--- config.mk ---
export PLATFORM = sky130hd
export DESIGN_NAME = alu_nibble_seq
export DESIGN_NICKNAME = d
export VERILOG_FILES = /design/src/rtl/alu_seq_pkg.sv /design/src/rtl/alu_4bit.sv /design/src/rtl/alu_nibble_seq.sv
export SDC_FILE = /design/constraint.sdc
export NUM_CORES = 1
export LEC_CHECK = 0
export ABC_CLOCK_PERIOD_IN_PS = 7400
export CAP_MARGIN = 40
export CELL_PAD_IN_SITES_DETAIL_PLACEMENT = 0
export CELL_PAD_IN_SITES_GLOBAL_PLACEMENT = 1
export CORE_MARGIN = 2
export CORE_UTILIZATION = 29
export CTS_CLUSTER_SIZE = 28
export DETAILED_ROUTE_END_ITERATION = 16
export PLACE_DENSITY_LB_ADDON = 0.1
export SKIP_CTS_REPAIR_TIMING = 1
export SYNTH_ARGS = -nofsm -noshare
export SYNTH_HDL_FRONTEND = slang
export SYNTH_SLANG_ARGS = --single-unit
--- constraint.sdc ---
create_clock -name clk -period 7.4 [get_ports clk]
set_clock_uncertainty 0.05 [all_clocks]
set_input_delay 1.11 -clock clk [delete_from_list [all_inputs] [get_ports clk]]
set_output_delay 1.11 -clock clk [all_outputs]
set_load 0.005 [all_outputs]
--- src/rtl/alu_seq_pkg.sv ---
// ============================================================================
// Module : alu_seq_pkg
// Brief  : Shared op codes, FSM state type and helpers for alu_nibble_seq.
// Rev    : 1.0
// ============================================================================
`default_nettype none

package alu_seq_pkg;

    localparam logic [1:0] OP_ADD = 2'b00;
    localparam logic [1:0] OP_SUB = 2'b01;
    localparam logic [1:0] OP_AND = 2'b10;
    localparam logic [1:0] OP_OR  = 2'b11;

    typedef enum logic [1:0] {
        IDLE = 2'd0,
        EXEC = 2'd1,
        FIX  = 2'd2,
        DONE = 2'd3
    } seq_state_t;

    function automatic logic is_arith(input logic [1:0] op);
        return (op == OP_ADD) || (op == OP_SUB);
    endfunction

endpackage

`default_nettype wire

--- src/rtl/alu_4bit.sv ---
// ============================================================================
// Module : alu_4bit
// Brief  : 4-bit ALU, no carry-in. o_carry is carry-out on add, borrow on sub.
// Rev    : 1.0
// ============================================================================
`default_nettype none

module alu_4bit
    import alu_seq_pkg::*;
(
    input  logic [3:0] i_a,
    input  logic [3:0] i_b,
    input  logic [1:0] i_op,
    output logic [3:0] o_y,
    output logic       o_carry
);

    logic [4:0] w_sum;

    always_comb begin
        w_sum = 5'd0;
        case (i_op)
            OP_ADD:  w_sum = {1'b0, i_a} + {1'b0, i_b};
            OP_SUB:  w_sum = {1'b0, i_a} - {1'b0, i_b};
            OP_AND:  w_sum = {1'b0, i_a & i_b};
            default: w_sum = {1'b0, i_a | i_b};
        endcase
    end

    assign o_y     = w_sum[3:0];
    assign o_carry = w_sum[4];

endmodule

`default_nettype wire

--- src/rtl/alu_nibble_seq.sv ---
// ============================================================================
// Module : alu_nibble_seq
// Brief  : WIDTH-bit add/sub/and/or sequenced one nibble per cycle on alu_4bit,
//          with a +/-1 correction pass when a carry/borrow enters a nibble.
//          Optional: `define ALU_SEQ_STATS_EN adds op_count / fix_count.
// Rev    : 1.0
// ============================================================================
`default_nettype none

module alu_nibble_seq
    import alu_seq_pkg::*;
#(
    parameter int WIDTH = 8
) (
    input  logic             clk,
    input  logic             rst,
    input  logic             in_valid,
    output logic             in_ready,
    input  logic [WIDTH-1:0] a,
    input  logic [WIDTH-1:0] b,
    input  logic [1:0]       op,
    output logic             out_valid,
    input  logic             out_ready,
    output logic [WIDTH-1:0] result,
    output logic             zero,
`ifdef ALU_SEQ_STATS_EN
    output logic [15:0]      op_count,
    output logic [15:0]      fix_count,
`endif
    output logic             carry
);

    localparam int NIB   = WIDTH / 4;
    localparam int IDX_W = (NIB > 1) ? $clog2(NIB) : 1;
    localparam logic [IDX_W-1:0] c_LAST = IDX_W'(NIB - 1);

    generate
        if ((WIDTH % 4 != 0) || (WIDTH < 4)) begin : g_bad_width
            $error("alu_nibble_seq: WIDTH must be a multiple of 4 and >= 4");
        end
    endgenerate

    seq_state_t       r_state;
    logic [IDX_W-1:0] r_idx;
    logic             r_cin;
    logic             r_cmain;
    logic [WIDTH-1:0] r_a;
    logic [WIDTH-1:0] r_b;
    logic [1:0]       r_op;
    logic [WIDTH-1:0] r_acc;
    logic [WIDTH-1:0] r_result;
    logic             r_zero;
    logic             r_carry;
    logic             r_out_valid;

    logic [IDX_W+1:0] w_base;
    logic [3:0]       w_alu_a;
    logic [3:0]       w_alu_b;
    logic [3:0]       w_alu_y;
    logic             w_alu_c;
    logic             w_need_fix;
    logic             w_advance;
    logic             w_next_cin;
    logic [WIDTH-1:0] w_next_acc;

    assign w_base = {r_idx, 2'b00};

    // FIX re-runs the stored nibble through the ALU with op_l and operand 1.
    always_comb begin
        w_alu_a = r_a[w_base +: 4];
        w_alu_b = r_b[w_base +: 4];
        if (r_state == FIX) begin
            w_alu_a = r_acc[w_base +: 4];
            w_alu_b = 4'b0001;
        end
    end

    alu_4bit u_alu (
        .i_a     (w_alu_a),
        .i_b     (w_alu_b),
        .i_op    (r_op),
        .o_y     (w_alu_y),
        .o_carry (w_alu_c)
    );

    always_comb begin
        w_next_acc = r_acc;
        for (int k = 0; k < NIB; k++) begin
            if (r_idx == IDX_W'(k)) begin
                w_next_acc[4*k +: 4] = w_alu_y;
            end
        end
    end

    assign w_need_fix = (r_state == EXEC) && is_arith(r_op) && r_cin;
    assign w_advance  = ((r_state == EXEC) && !w_need_fix) || (r_state == FIX);
    assign w_next_cin = (r_state == FIX) ? (r_cmain | w_alu_c) : w_alu_c;

    always_ff @(posedge clk) begin
        if (rst) begin
            r_state     <= IDLE;
            r_idx       <= '0;
            r_cin       <= 1'b0;
            r_cmain     <= 1'b0;
            r_a         <= '0;
            r_b         <= '0;
            r_op        <= OP_ADD;
            r_acc       <= '0;
            r_result    <= '0;
            r_zero      <= 1'b0;
            r_carry     <= 1'b0;
            r_out_valid <= 1'b0;
        end else begin
            case (r_state)
                IDLE: begin
                    if (in_valid) begin
                        r_a     <= a;
                        r_b     <= b;
                        r_op    <= op;
                        r_idx   <= '0;
                        r_cin   <= 1'b0;
                        r_acc   <= '0;
                        r_state <= EXEC;
                    end
                end
                EXEC: begin
                    r_acc   <= w_next_acc;
                    r_cmain <= w_alu_c;
                    if (w_need_fix) begin
                        r_state <= FIX;
                    end
                end
                FIX: begin
                    r_acc <= w_next_acc;
                end
                DONE: begin
                    if (out_ready) begin
                        r_out_valid <= 1'b0;
                        r_state     <= IDLE;
                    end
                end
                default: r_state <= IDLE;
            endcase

            if (w_advance) begin
                r_cin <= w_next_cin;
                if (r_idx == c_LAST) begin
                    r_state     <= DONE;
                    r_result    <= w_next_acc;
                    r_zero      <= (w_next_acc == '0);
                    r_carry     <= is_arith(r_op) & w_next_cin;
                    r_out_valid <= 1'b1;
                end else begin
                    r_idx   <= r_idx + IDX_W'(1);
                    r_state <= EXEC;
                end
            end
        end
    end

`ifdef ALU_SEQ_STATS_EN
    logic [15:0] r_op_count;
    logic [15:0] r_fix_count;

    always_ff @(posedge clk) begin
        if (rst) begin
            r_op_count  <= 16'd0;
            r_fix_count <= 16'd0;
        end else begin
            if ((r_state == DONE) && out_ready && (r_op_count != 16'hFFFF)) begin
                r_op_count <= r_op_count + 16'd1;
            end
            if ((r_state == FIX) && (r_fix_count != 16'hFFFF)) begin
                r_fix_count <= r_fix_count + 16'd1;
            end
        end
    end

    assign op_count  = r_op_count;
    assign fix_count = r_fix_count;
`endif

    assign in_ready  = (r_state == IDLE) && !rst;
    assign out_valid = r_out_valid;
    assign result    = r_result;
    assign zero      = r_zero;
    assign carry     = r_carry;

endmodule

`default_nettype wire
==> impl_metrics.toml, run 1 <==
[run_status]
run_status = "finished, final reports clean"

[worst_setup_path]
worst_ep_arrival_time_ns = 2.53
critPathMostFrequentCell = "sky130_fd_sc_hd__clkdlybuf4s50_1"
cp.depth = 4
worst-path-buf-inv = 3
worst-endpoint-required_ns = 6.24
cp_max_fo = 44
timing.reg2reg.worst_path_depth = 13
critical-path-slowest-cell = "sky130_fd_sc_hd__clkdlybuf4s50_1"
worst-setup-path-type = "in2out"
timing.rr.end = "zero"
critical_path.reg2reg.startpoint = "r_state[0]"
reg2reg_slack_ns = 3.93
critical_path.cell_chain = "clkdlybuf4s50_1 > buf_4 > nor2b_1 > clkdlybuf4s50_1"
worstSetupEndpoint = "in_ready"
cp_peak_stage_delay_ns = 0.46
end_kind = "output port"
timing.critical_path.from_type = "primary input"
critical_path.top_delay_family = "buffers and inverters"
critical_path_start = "rst"

[logic_synthesis]
netlist_area_um2 = 2300
share_of_async_settable_or_async_resettable_flops_after_synthesis_pct = 0
synth_top_cells_by_area = "sky130_fd_sc_hd__dfxtp_1 37%, sky130_fd_sc_hd__nand2_1 11%, sky130_fd_sc_hd__a21oi_1 9.1%, sky130_fd_sc_hd__ha_1 6.0%, sky130_fd_sc_hd__mux2i_1 3.9%"
synth_compound_gate_area_share_pct = 19.3
ys_seq_elements = 42
syn-mean-instance-area_um2 = 7.73
synth_top_family_by_area = "simple AND/OR/NAND/NOR gates"
synth-adder-area-share_pct = 6.85
synth_ff_type = "sky130_fd_sc_hd__dfxtp_1"
total_of_warnings_raised_by_yosys = 0
count_of_flip_flops_with_a_built_in_enable_after_synthesis = 0
yosys.area.top_type_share_pct = 36.5
synth_fp_nets = 332
yosys.area_share.xor_xnor_pct = 1.14
synth_simple_gate_area_share_pct = 23.6
synthDistinctLibCells = 41
synthesis.instances = 298
synth_seq_area_share_pct = 36.5
synthMuxAreaShare_pct = 6.85
post-synth-top-area-cell = "sky130_fd_sc_hd__dfxtp_1"

[power]
worst_ir_drop_vdd_uv = 150
p_leak_uw = 0.000983
power_density_nw_per_um2 = 397
total_power_uw = 1120

[cells_and_area]
most-common-layout-cells = "66 x sky130_fd_sc_hd__nand2_1, 42 x sky130_fd_sc_hd__a21oi_1, 42 x sky130_fd_sc_hd__dfxtp_1, 33 x sky130_fd_sc_hd__clkdlybuf4s50_1, 14 x sky130_fd_sc_hd__nor2_1"
antenna-diode-count = 0
nets = 358
post_route_cells_drive_above_1_share_pct = 4.92
layout_commonest_cell = "sky130_fd_sc_hd__nand2_1"
areaGrowthSynthToFinish_pct = 22.2
finish.cell_count_without_fillers = 427

[die]
io_pins = 34
initial_utilization_pct = 29.8
die_w_um = 93.1
core_region_area_um2 = 7730
rows = 32
dieArea_um2 = 8670
chipHeight_um = 93.1

[global_route]
grt_overflow_total = 0
number_of_antenna_violations_at_the_first_check_in_global_routing = 0
first_global_vias = 2016
maximum_number_of_pins_on_one_net_before_global_route_repair = 45
global_route_usage_over_all_layers_pct = 14.9
first_pass_grt_wire_length_um = 10100

[route]
drt.antenna.violating_nets = 0
firstDrtPassIters = 4
post_drt_wl_per_cell_um = 14.3
drcViolationCount = 0
first_iter_violations = 88
routed_via_density = 4.90
dr_total_vias = 2094
wl_um = 6090

[clock_tree]
cts-root-buf = "sky130_fd_sc_hd__clkbuf_8"
clk-insertion-delay-late_ns = 0.30
clock_tree_from_tritoncts = "built"
h-tree-depth = 2
clock_sinks = 42
ctsLongestPathBuffers = 2
clkTransAtPathRegs_ns = 0.09
cts_made_buffers = 5

[sta]
worstMarginPinSlew_ns = 0.713
slew-limit-headroom_pct = 52.4
rsz0062_at_grt = "false"
report.final.setup_viol = 0
min_period_over_period_pct = 49.9
final-hold-violation-count = 0
period_minus_slack_ns = 3.69
totalNegativeSetupSlack_ns = 0
timing.fmax_ghz = 0.271
report.final.slew_viol_count = 0

[flow_run]
cap_viol_max_count = 0

[placement]
placed_cells = 419
place.port_buffers = 33
dp_hpwl_um = 4400
routabilityCongestion = 0.792

[hold_path]
hold_class = "reg2reg"
==> worst reg2reg max path: stages, from the launching register on <==
cell and delay (ns):
sky130_fd_sc_hd__dfxtp_1 0.38, sky130_fd_sc_hd__inv_1 0.08, sky130_fd_sc_hd__ha_1 0.19, sky130_fd_sc_hd__buf_4 0.22, sky130_fd_sc_hd__a211oi_1 0.51, sky130_fd_sc_hd__ha_1 0.33
sky130_fd_sc_hd__mux2_2 0.29, sky130_fd_sc_hd__inv_1 0.06, sky130_fd_sc_hd__ha_1 0.22, sky130_fd_sc_hd__nand3b_1 0.11, sky130_fd_sc_hd__a21boi_0 0.09, sky130_fd_sc_hd__nor3b_1 0.48
sky130_fd_sc_hd__o21ai_0 0.17, sky130_fd_sc_hd__and4_1 0.22
==> through the flow <==
step           setup slack, ns  hold WS, ns  cell area [µm²]  util (%)
2_1_floorplan             4.16        0.382             2300         -
3_3_place_gp              3.69        0.394             2700      34.9
3_5_place_dp              3.67        0.399             2700      35.0
4_1_cts                   3.68        0.411             2810      36.4
5_1_grt                   3.62        0.427             2810      36.4
6_report                  3.71        0.407             2810      36.4
==> synthesized netlist by cell type, types with 2 or more instances <==
cell type / instances
sky130_fd_sc_hd__and2_1: 2
sky130_fd_sc_hd__buf_6: 2
sky130_fd_sc_hd__o211ai_1: 3
sky130_fd_sc_hd__and3_1: 2
sky130_fd_sc_hd__inv_1: 12
sky130_fd_sc_hd__mux4_2: 2
sky130_fd_sc_hd__xor2_1: 2
sky130_fd_sc_hd__nor3_1: 8
sky130_fd_sc_hd__a211oi_1: 2
sky130_fd_sc_hd__nor2_1: 14
sky130_fd_sc_hd__mux2i_1: 9
sky130_fd_sc_hd__a31oi_1: 3
sky130_fd_sc_hd__o21ai_0: 13
sky130_fd_sc_hd__nand3b_1: 3
sky130_fd_sc_hd__a21oi_1: 42
sky130_fd_sc_hd__a22oi_1: 2
sky130_fd_sc_hd__ha_1: 11
sky130_fd_sc_hd__nand3_1: 5
sky130_fd_sc_hd__nand2_1: 66
sky130_fd_sc_hd__nor2b_1: 6
sky130_fd_sc_hd__mux2_2: 2
sky130_fd_sc_hd__dfxtp_1: 42
sky130_fd_sc_hd__buf_2: 4
sky130_fd_sc_hd__clkbuf_1: 12
sky130_fd_sc_hd__o21a_1: 2
sky130_fd_sc_hd__o21ai_1: 3
sky130_fd_sc_hd__a2111o_1: 2
sky130_fd_sc_hd__nor4_1: 3
sky130_fd_sc_hd__nand2b_1: 6
sky130_fd_sc_hd__o22ai_1: 2
==> worst min path at each step <==
stage	end	startpoint	slack [ns]	cells after the start
final	r_b[0]	r_b[0]	0.41	2
after global routing	r_a[0]	r_a[0]	0.43	2
after CTS	r_b[0]	r_b[0]	0.41	2
after detailed placement	r_b[0]	r_b[0]	0.40	2
after global placement	r_b[6]	r_b[6]	0.39	2
after floorplan	r_b[0]	r_b[0]	0.38	2
==> routing by layer <==
layer  share of wire (%)  global-route usage (%)
met3                 3.3                    2.42
met4                 1.6                    4.78
met1                  51                    21.1
met5                   0                       0
met2                  44                    23.2
==> report_power, final <==
part / internal (µW) / leakage [µW] / switching [µW]
registers: 275 / 0.000342 / 49.7
clock network: 101 / 0.0000514 / 87.0
logic: 246 / 0.000589 / 358
total: 622 / 0.000983 / 495
==> sequential cells by signal, indices dropped and copies added, names as in the netlist, 2 cells and up <==
signal and cells:
r_a 8, r_acc 8, r_b 8, result 8, r_op 2, r_state 2
==> kinds of logic after synthesis <==
logic type | after synthesis
AND/OR/NAND/NOR | 120
AO/OA/AOI/OAI | 78
flip-flops | 42
buffers and inverters | 30
multiplexers | 13
adder cells (fa/ha/maj) | 12
XOR/XNOR | 3
==> cell type report <==
class                           count  area, µm²
Clock buffer                        6       72.6
Clock inverter                      2       37.5
Fill cell                         836       4910
Inverter                           12       45.0
Multi-Input combinational cell    226       1330
Sequential cell                    42        841
Tap cell                          102        128
Timing Repair Buffer               37        360
Power figures use the tool's default switching activity.
==> inputs of run 2 (changes only) <==
--- a/config.mk
+++ b/config.mk
@@ -5,7 +5,7 @@
 export SDC_FILE = /design/constraint.sdc
 export NUM_CORES = 1
 export LEC_CHECK = 0
-export ABC_CLOCK_PERIOD_IN_PS = 7400
+export ABC_CLOCK_PERIOD_IN_PS = 3700
 export CAP_MARGIN = 40
 export CELL_PAD_IN_SITES_DETAIL_PLACEMENT = 0
 export CELL_PAD_IN_SITES_GLOBAL_PLACEMENT = 1
==> constraint.sdc (replaced) <==
create_clock -name clk -period 3.7 [get_ports clk]
set_clock_uncertainty 0.05 [all_clocks]
set_input_delay 0.555 -clock clk [delete_from_list [all_inputs] [get_ports clk]]
set_output_delay 0.555 -clock clk [all_outputs]
set_load 0.005 [all_outputs]
==> impl_metrics.toml, run 2 (synthesis gave the netlist of run 1 again) <==
[worst_setup_path]
critical_path.reg2reg.startpoint = "r_state[0]"
worst-endpoint-required_ns = 3.86
worst_ep_arrival_time_ns = 3.38
cp_max_fo = 20
worst-setup-path-type = "reg2reg"
critical_path_start = "r_state[0]"
timing.critical_path.from_type = "flip-flop"
end_kind = "flip-flop"

[sta]
timing.fmax_ghz = 0.311
report.final.setup_viol = 0
rsz0062_at_grt = "false"
totalNegativeSetupSlack_ns = 0
report.final.slew_viol_count = 0
min_period_over_period_pct = 87.0
slew-limit-headroom_pct = 50.0
period_minus_slack_ns = 3.22
worstMarginPinSlew_ns = 0.749
final-hold-violation-count = 0

[global_route]
grt_overflow_total = 0
number_of_antenna_violations_at_the_first_check_in_global_routing = 0
first_global_vias = 2080
first_pass_grt_wire_length_um = 10500
global_route_usage_over_all_layers_pct = 15.6
maximum_number_of_pins_on_one_net_before_global_route_repair = 35

[placement]
dpl-instance-area_um2 = 2720
routabilityCongestion = 0.798
place.port_buffers = 33
dp_hpwl_um = 4670

[power]
p_leak_uw = 0.000998
power_density_nw_per_um2 = 793
worst_ir_drop_vdd_uv = 295

[hold_path]
holdCritStartpoint = "result[0]"
hold_class = "reg2reg"

[cells_and_area]
nets = 359
post_route_cells_drive_above_1_share_pct = 5.52
num-fill-cells = 831
antenna-diode-count = 0
areaGrowthSynthToFinish_pct = 23.2
total_area_of_multi_input_combinational_cells_um2 = 1330
layout_commonest_cell = "sky130_fd_sc_hd__nand2_1"
layout.cell_area.non_filler_um2 = 2840
ff_latch_area_um2 = 841
most-common-layout-cells = "66 x sky130_fd_sc_hd__nand2_1, 42 x sky130_fd_sc_hd__a21oi_1, 42 x sky130_fd_sc_hd__dfxtp_1, 33 x sky130_fd_sc_hd__clkdlybuf4s50_1, 14 x sky130_fd_sc_hd__nor2_1"

[clock_tree]
ctsLongestPathBuffers = 2
clock_sinks = 42
clkTransAtPathRegs_ns = 0.09
clock_tree_from_tritoncts = "built"
cts_made_buffers = 5
h-tree-depth = 2
clk-insertion-delay-late_ns = 0.31
cts-root-buf = "sky130_fd_sc_hd__clkbuf_8"

[route]
drcViolationCount = 0
post_drt_wl_per_cell_um = 14.5
dr_total_vias = 2102
wl_um = 6200
drt.antenna.violating_nets = 0
routed_via_density = 4.91
first_iter_violations = 84
firstDrtPassIters = 4

[die]
initial_utilization_pct = 29.8
dieArea_um2 = 8670
rows = 32
die_w_um = 93.1
core_region_area_um2 = 7730
chipHeight_um = 93.1
io_pins = 34

[flow_run]
cap_viol_max_count = 0

[run_status]
run_status = "finished, final reports clean"
-- run 2: cell count changes in the layout (fill, tap and decap cells not counted) --
cell,before,now
sky130_fd_sc_hd__clkinv_2,0,1
sky130_fd_sc_hd__inv_6,0,1
sky130_fd_sc_hd__buf_12,0,1
sky130_fd_sc_hd__clkbuf_1,1,0
sky130_fd_sc_hd__clkinvlp_4,1,0
-- run 2: routing by layer --
layer / part of all wire (%) / GRT usage (%) / up-vias
met5: 0 / 0 / -
met4: 1.5 / 4.78 / 0
met3: 3.9 / 2.66 / 8
met2: 46 / 25.7 / 36
met1: 49 / 20.8 / 981
li1: - / - / 1077
-- run 2: power by group --
| part | leakage, µW | switching (µW) | internal (µW) | total [µW] |
|---|---|---|---|---|
| combinational | 0.000597 | 706 | 512 | 1220 |
| clock | 0.0000585 | 178 | 202 | 381 |
| sequential | 0.000342 | 100 | 549 | 649 |
| total | 0.000998 | 985 | 1260 | 2250 |
-- run 2: metrics by stage --
step | power [µW] | hold slack [ns] | utilization (%) | setup slack [ns] | std cells
final | 2250 | 0.408 | 36.7 | 0.482 | 428
after floorplan | 1530 | 0.382 | - | 0.462 | 298
after global routing | 2480 | 0.434 | 36.7 | 0.0901 | 428
after detailed placement | 1890 | 0.396 | 35.2 | 0.541 | 420
after CTS | 2280 | 0.408 | 36.7 | 0.519 | 428
after global placement | 1900 | 0.394 | 35.2 | 0.499 | 420
-- run 2: worst paths after layout --
path / slack, ns / end / cells past startpoint
hold / removal: 0.41 / result[0] / 2
setup / recovery: 0.48 / zero / 14
setup reg to reg: 0.48 / zero / 14
hold reg to reg: 0.41 / result[0] / 2
-- run 2: worst max-delay path: stages, from the launching register on --
cell and delay [ns]:
sky130_fd_sc_hd__dfxtp_1 0.39, sky130_fd_sc_hd__inv_1 0.08, sky130_fd_sc_hd__ha_1 0.21, sky130_fd_sc_hd__buf_4 0.22, sky130_fd_sc_hd__a21oi_1 0.17, sky130_fd_sc_hd__inv_1 0.08, sky130_fd_sc_hd__ha_1 0.22, sky130_fd_sc_hd__nor2_1 0.15
sky130_fd_sc_hd__xnor2_1 0.14, sky130_fd_sc_hd__ha_1 0.29, sky130_fd_sc_hd__a21oi_1 0.18, sky130_fd_sc_hd__a21boi_0 0.11, sky130_fd_sc_hd__nor3b_1 0.47, sky130_fd_sc_hd__o21ai_0 0.16, sky130_fd_sc_hd__and4_1 0.21
-- run 2: cell type report --
cell class / instances / share of cell area [%]
Multi-Input combinational cell: 226 / 46.9
Tap cell: 102 / 4.50
Timing Repair Buffer: 38 / 13.4
Clock inverter: 3 / 1.54
Sequential cell: 42 / 29.7
Clock buffer: 5 / 2.43
Inverter: 12 / 1.59
